<file path="src/rtl/mem_arbiter.sv">
// Two-master SDRAM arbiter: video (master 0) has fixed priority, the CPU (master 1) is
// protected from starvation by a saturating wait counter. Grants are released via DRAIN.
module mem_arbiter #(
  parameter int unsigned ADDR_W       = 22,
  parameter int unsigned DATA_W       = 16,
  parameter int unsigned DRAIN_CYCLES = 4,
  parameter int unsigned CPU_MAX_WAIT = 256
) (
  input  logic              clock,
  input  logic              reset,
  input  logic              vga_request,
  input  logic [ADDR_W-1:0] vga_address,
  input  logic              vga_last4,
  output logic              vga_ready,
  output logic [DATA_W-1:0] vga_data_read,
  input  logic              cpu_request,
  input  logic [ADDR_W-1:0] cpu_address,
  input  logic              cpu_write_enable,
  input  logic [DATA_W-1:0] cpu_data_write,
  input  logic              cpu_last4,
  output logic              cpu_ready,
  output logic [DATA_W-1:0] cpu_data_read,
  output logic              sd_request,
  output logic [ADDR_W-1:0] sd_address,
  output logic              sd_write_enable,
  output logic [DATA_W-1:0] sd_data_write,
  output logic              sd_last4,
  input  logic              sd_ready,
  input  logic [DATA_W-1:0] sd_data_read
);

  localparam int unsigned DrainW = $clog2(DRAIN_CYCLES + 1);
  localparam int unsigned WaitW  = $clog2(CPU_MAX_WAIT + 1);
  localparam logic [DrainW-1:0] DrainLast = DrainW'(DRAIN_CYCLES - 1);
  localparam logic [WaitW-1:0]  WaitMax   = WaitW'(CPU_MAX_WAIT);

  typedef enum logic [1:0] {StIdle, StVideo, StCpu, StDrain} state_e;

  state_e              r_state;
  logic                r_owner;     // 0: video, 1: CPU
  logic [DrainW-1:0]   r_drain_cnt;
  logic [WaitW-1:0]    r_wait_cnt;

  logic w_starve;
  logic w_granted;
  logic w_owner_req;

  assign w_starve    = (r_wait_cnt == WaitMax);
  assign w_granted   = (r_state == StVideo) || (r_state == StCpu);
  assign w_owner_req = r_owner ? cpu_request : vga_request;

  always_ff @(posedge clock or posedge reset) begin
    if (reset) begin
      r_state     <= StIdle;
      r_owner     <= 1'b0;
      r_drain_cnt <= '0;
      r_wait_cnt  <= '0;
    end else begin
      if (cpu_request && (r_state != StCpu) && (r_wait_cnt != WaitMax)) begin
        r_wait_cnt <= r_wait_cnt + 1'b1;
      end
      case (r_state)
        StIdle: begin
          if (w_starve && cpu_request) begin
            r_state    <= StCpu;
            r_owner    <= 1'b1;
            r_wait_cnt <= '0;
          end else if (vga_request) begin
            r_state <= StVideo;
            r_owner <= 1'b0;
          end else if (cpu_request) begin
            r_state    <= StCpu;
            r_owner    <= 1'b1;
            r_wait_cnt <= '0;
          end
        end
        StVideo, StCpu: begin
          if (!w_owner_req) begin
            r_state     <= StDrain;
            r_drain_cnt <= '0;
          end
        end
        StDrain: begin
          // A late word restarts the quiet window so no in-flight data is misrouted.
          if (sd_ready) begin
            r_drain_cnt <= '0;
          end else if (r_drain_cnt == DrainLast) begin
            r_state <= StIdle;
          end else begin
            r_drain_cnt <= r_drain_cnt + 1'b1;
          end
        end
        default: r_state <= StIdle;
      endcase
    end
  end

  // Zero-latency pass-through of the owning master while granted.
  always_comb begin
    sd_request      = 1'b0;
    sd_address      = '0;
    sd_write_enable = 1'b0;
    sd_data_write   = '0;
    sd_last4        = 1'b0;
    if (w_granted) begin
      if (r_owner) begin
        sd_request      = cpu_request;
        sd_address      = cpu_address;
        sd_write_enable = cpu_write_enable;
        sd_data_write   = cpu_data_write;
        sd_last4        = cpu_last4;
      end else begin
        sd_request = vga_request;
        sd_address = vga_address;
        sd_last4   = vga_last4;
      end
    end
  end

  assign vga_ready     = sd_ready && !r_owner && (r_state != StIdle);
  assign cpu_ready     = sd_ready && r_owner && (r_state != StIdle);
  assign vga_data_read = sd_data_read;
  assign cpu_data_read = sd_data_read;

endmodule
</file>
<file path="config.mk">
export PLATFORM = sky130hd
export DESIGN_NAME = mem_arbiter
export DESIGN_NICKNAME = d
export VERILOG_FILES = /design/src/rtl/mem_arbiter.sv
export SDC_FILE = /design/constraint.sdc
export NUM_CORES = 1
export LEC_CHECK = 0
export BUFFER_PORTS_ARGS = -buffer_cell sky130_fd_sc_hd__clkbuf_2
export CAP_MARGIN = 10
export CORE_MARGIN = 5
export CORE_UTILIZATION = 38
export DETAILED_ROUTE_END_ITERATION = 6
export PLACE_DENSITY_LB_ADDON = 0.2
export SLEW_MARGIN = 30
export SYNTH_ARGS = -nofsm -noshare
export SYNTH_HDL_FRONTEND = slang
export SYNTH_SLANG_ARGS = --single-unit
export TNS_END_PERCENT = 100
</file>
<file path="constraint.sdc">
create_clock -name clock -period 1.9 [get_ports clock]
set_input_delay 0.095 -clock clock [delete_from_list [all_inputs] [get_ports clock]]
set_output_delay 0.095 -clock clock [all_outputs]
set_load 0.02 [all_outputs]
</file>
Word-level counts from Yosys, hierarchy flattened
Cells that the tools add are included.
Operators by class
  $add $sub $neg: 2
  eq/ne operators: 12
  reduce and logical (&&, ||, !) cells: 17
  muxes and demuxes: 29
Operator list (number)
  2-to-1 mux 9 bit: 5
  2-to-1 mux 22 bit: 2
  2-to-1 mux 16 bit: 2
  2-to-1 mux 2 bit: 6
  adder 9 x 1 -> 9 bit, second input constant: 1
  == test 9 bit, second input constant: 1
  2-to-1 mux 1 bit: 9
  2-to-1 mux 3 bit: 3
  inequality test 9 bit, second input constant: 1
  inequality test 2 bit, second input constant: 4
  logical AND 1 bit: 7
  one-hot mux 2 bit (3 select lines): 1
  one-hot mux 3 bit (2 select lines): 1
  == test 2 bit, second input constant: 2
  inequality test 4 bit, second input constant: 1
  AND reduction 4 bit: 1
  nonzero test 2 bit: 2
  adder 3 x 1 -> 3 bit, second input constant: 1
  == test 3 x 2 -> 1 bit, second input constant: 1
  inequality test 3 bit, second input constant: 1
  AND reduction 3 bit: 1
  nonzero test 3 bit: 1
  == test 2 x 1 -> 1 bit, second input constant: 1
  logical NOT 2 bit: 1
  other kinds (4): 4
Word-level totals
  logic and storage cells: 64
  bits in registers: 15
  output and inout bits: 75

Longest topological paths before layout
  word-level depth: 8
  gate-level depth with buffers: 6
  mapped depth without buffers: 6

Worst setup path after synthesis
No wires, ideal clock.
  path type: flip-flop to flip-flop
  start point: reg r_state[1]
  end point: reg r_drain_cnt[0]
  stages on the path, launching flop included: 6
  setup slack: 0.204 ns
  data arrival time: 1.569 ns
  path through: dfrtp_1 inv_1 ha_1 nor2b_2 nor2_1 mux2_1
On the way
  cells in the longest elaborated chain, start to end: 4
  elaborated cells on any way between the ends: 9
  those cells by class: eq/ne: 5; mux: 1; reduce/logical: 3
RTL lines
  from (decl): line 39  | state_e r_state;
  from (signal assigned): line 54  | r_state <= StIdle;
  from (signal assigned): line 65  | r_state <= StCpu;
  from (signal assigned): line 69  | r_state <= StVideo;
  == test 2 x 1 -> 1 bit / == test 2 bit (equally long branches): line 62  | case (r_state)
  OR reduction 2 bit: line 62
  inequality test 2 bit (no line) / nonzero test 2 bit (equally long branches)
  AND reduction 3 bit (no line)
  to (signal assigned): line 90  | r_drain_cnt <= r_drain_cnt + 1'b1;
  to (decl): line 41  | logic [DrainW-1:0] r_drain_cnt;
Several ways; a longest one is shown, not always the timed one.
A chain may end at the register's enable or synchronous reset.

Final worst setup path
  start point: reg r_state[0]
  end point: reg r_wait_cnt[8]
On the way
  cells in the longest elaborated chain, start to end: 8
  elaborated cells on any way between the ends: 9
  those cells by class: eq/ne: 1; mux: 5; reduce/logical: 3
RTL lines
  inequality test 2 bit: line 59  | if (cpu_request && (r_state != StCpu) && (r_wait_cnt != WaitMax)) begin
  logical AND 1 bit (2 in series): line 59
  2-to-1 mux 9 bit: line 59
  2-to-1 mux 9 bit: line 71  | end else if (cpu_request) begin
  2-to-1 mux 9 bit: line 68  | end else if (vga_request) begin
  2-to-1 mux 9 bit: line 64  | if (w_starve && cpu_request) begin
  2-to-1 mux 9 bit (*): line 62
  to (signal assigned): line 60  | r_wait_cnt <= r_wait_cnt + 1'b1;
  to (decl): line 42  | logic [WaitW-1:0] r_wait_cnt;
Mark *: on every way between the ends. The rest lies on a longest branch, timed or not.

==> metrics.cfg <==
[setup_path]
slowest_delay_ns=0.48
startpoint=r_state[0]
critPathMaxFanout=4
critPathKind=register to register
crit_chain=inv_1 > ha_1 > and4b_4 > nand2_2 > or4_4 > a21oi_2
required_ns=2.08
critPathLaunchType=register
cp.arrival_ns=1.94
worst_r2r_path_depth=6
regToRegSetupSlack_ns=0.14
worstSetupEndpointType=register
critPathSlowestCell=or4_4
rr_startpoint=r_state[0]
crit_cells=6
endpoint=r_wait_cnt[8]
critical_path_buf_inv_count=1
cp_top_family=simple AND/OR/NAND/NOR gates
reg2reg_to=r_wait_cnt[8]

[floorplanning]
fp.dieW_um=78.3
rows=24
ios=159
die_area_um2=6120
die_y_um=78.3
start_util_pct=39.8
coreArea_um2=4440

[sta]
worstMarginPinSlew_ns=0.555
rsz0062_at_grt=false
fin_crit_sh_pct=92.8
slew_headroom_pct=63.0
slew_viol_final=0
timing.setup.tns_ns=0
final_hold_viol_count=0
fin_ws_ns=0.137
finalCriticalPeriod_ns=1.76
skew_ns=0.00157
fmax_mhz=567
setup-violations-final=0

[global_route]
grt_pass1_vias=1562
antenna_found_initial=0
use_met3_pct=4.23
grt_max_degree=44
grt_usage_pct=15.5
busiest_layer=met2
globalRouteMet2Util_pct=27.1
grt-ovfl-total=0
grt_pass1_wl_mm=7.82
met1_usage_pct=19.4

[clock_tree]
cts.sinks=15
cts.clk_slew.worst_paths_ns=0.06
clk-insertion-delay-late_ns=0.25
cts_tree=built
h-tree-depth=1
clockBufferDepth=2
cts_root_buffer=clkbuf_8
numCtsBuffers=3
postCtsSetupRepairBufs=0

[routing]
drt-total-wl_mm=4.98
avgRoutedWirePerCell_um=14.9
drc=0
vias_per_cell=4.96
dr_total_vias=1661
ant_nets=0
dr.pass1.iters=4
drtIter0Drc=65

[synth]
synthFlopType=dfrtp_1
async_flop_share_pct=100
synthCells=208
post_synth_main_area_contributors=dfrtp_1 (21%), mux2i_1 (15%), buf_4 (14%), nor2b_1 (8.5%), and3_1 (6.4%)
synth_cell_types=43
syn_nets=300
yosysTopAreaCellShare_pct=21.2
post-synth-top-area-cell=dfrtp_1
yosysMostFrequentCell=buf_4
synth-seq-area-share_pct=21.2
ys_seq_elements=15
syn_area_per_cell_um2=8.51
synth_area_um2=1770
synth_common_cells=buf_4 (33), mux2i_1 (27), nor2b_1 (24), and3_1 (18), dfrtp_1 (15)
synth-edff-count=0
yosys_warnings=0

[finish]
regArea_um2=377
final_layout_size_suffix_gt1_share_pct=44.5
multi_input_comb_area_um2=1060
area_delta_synth_final_pct=22.7
fillers=453
final_cell_area_um2=2170
layout.nets=376
diodes=0

[power]
power_density_nw_per_um2=1610
cellLeakagePower_nw=1.22
ir_drop_uv=879
power_mw=3.50

[job]
maxCapViolCount=0

[worst_hold_path]
hp-class=input pin to output port

[place]
dpl.hpwl_mm=4.21
place_congestion=0.753
io_buffers=110
placed_cell_area_um2=2110
pre_cts_slack_ns=0.152

[outcome]
status=finished clean

-- sequential cells by signal, indices dropped and copies added (netlist names) --
signal / flops
r_drain_cnt: 3
r_wait_cnt: 9
r_owner: 1
r_state: 2
-- per-stage QoR --
stage / utilization (%) / cells / hold slack (ns)
detailed placement: 47.6 / 330 / 0.164
global route: 48.9 / 335 / 0.190
finish: 48.9 / 335 / 0.190
global placement: 47.6 / 330 / 0.178
floorplan: - / 208 / -0.00352
CTS: 48.8 / 335 / 0.190
-- how the worst min path moves through the flow --
| stage | from | to | slack, ns | cells past startpoint |
|---|---|---|---|---|
| 5_1_grt | sd_data_read[3] | cpu_data_read[3] | 0.19 | 0 |
| 3_5_place_dp | reset | r_drain_cnt[1] | 0.16 | 2 |
| 6_report | sd_data_read[0] | cpu_data_read[0] | 0.19 | 0 |
| 3_3_place_gp | reset | r_drain_cnt[0] | 0.18 | 2 |
| 4_1_cts | sd_data_read[6] | vga_data_read[6] | 0.19 | 0 |
| 2_1_floorplan | reset | r_drain_cnt[0] | -0.004 | 1 |
-- timing repair --
| action | in CTS | in global routing |
|---|---|---|
| resized for setup | 0 | 1 |
| setup endpoints to repair | 0 | 32 |
| hold buffers | 1 | 0 |
| hold endpoints to repair | 15 | 0 |
-- report_power, final --
group          switching, mW  total, mW  internal [mW]
logic                   1.64       2.73           1.09
clock network          0.113      0.261          0.149
registers             0.0928      0.511          0.418
total                   1.84       3.50           1.66
-- cell type report --
class | count | area share (%)
Inverter | 9 | 1.56
Sequential cell | 15 | 17.3
Multi-Input combinational cell | 141 | 49.0
Tap cell | 52 | 3.00
Clock buffer | 4 | 2.07
Timing Repair Buffer | 114 | 27.0
-- placed cells by master (no fill, tap or decap), types with 2 or more instances in the layout --
cell type / n
clkbuf_2: 110
mux2i_1: 27
nor2b_1: 24
and3_1: 18
dfrtp_1: 14
inv_1: 9
ha_1: 8
nand2b_1: 7
nor2_1: 6
nand2_1: 6
a21oi_1: 5
nand4_1: 4
o21ai_0: 3
xor2_1: 3
clkbuf_8: 3
mux2_1: 2
o21ai_1: 2
o22ai_1: 2
xnor2_1: 2
buf_4: 2
-- cell families after synthesis --
| group | share of synthesized area, % |
|---|---|
| adders and majority gates | 5.65 |
| and+or+nand+nor | 27.6 |
| AOI/OAI and AO/OA | 7.92 |
| muxes | 16.5 |
| buffers and inverters | 18.7 |
| xor gates and xnor gates | 2.47 |
| DFF | 21.2 |
-- per-layer routing --
layer	part of all wire, %	up-vias
li1	-	829
met1	41	749
met2	49	79
met3	8.8	4
met4	0.46	0
met5	0	-
(Power assumes the default switching activity.)
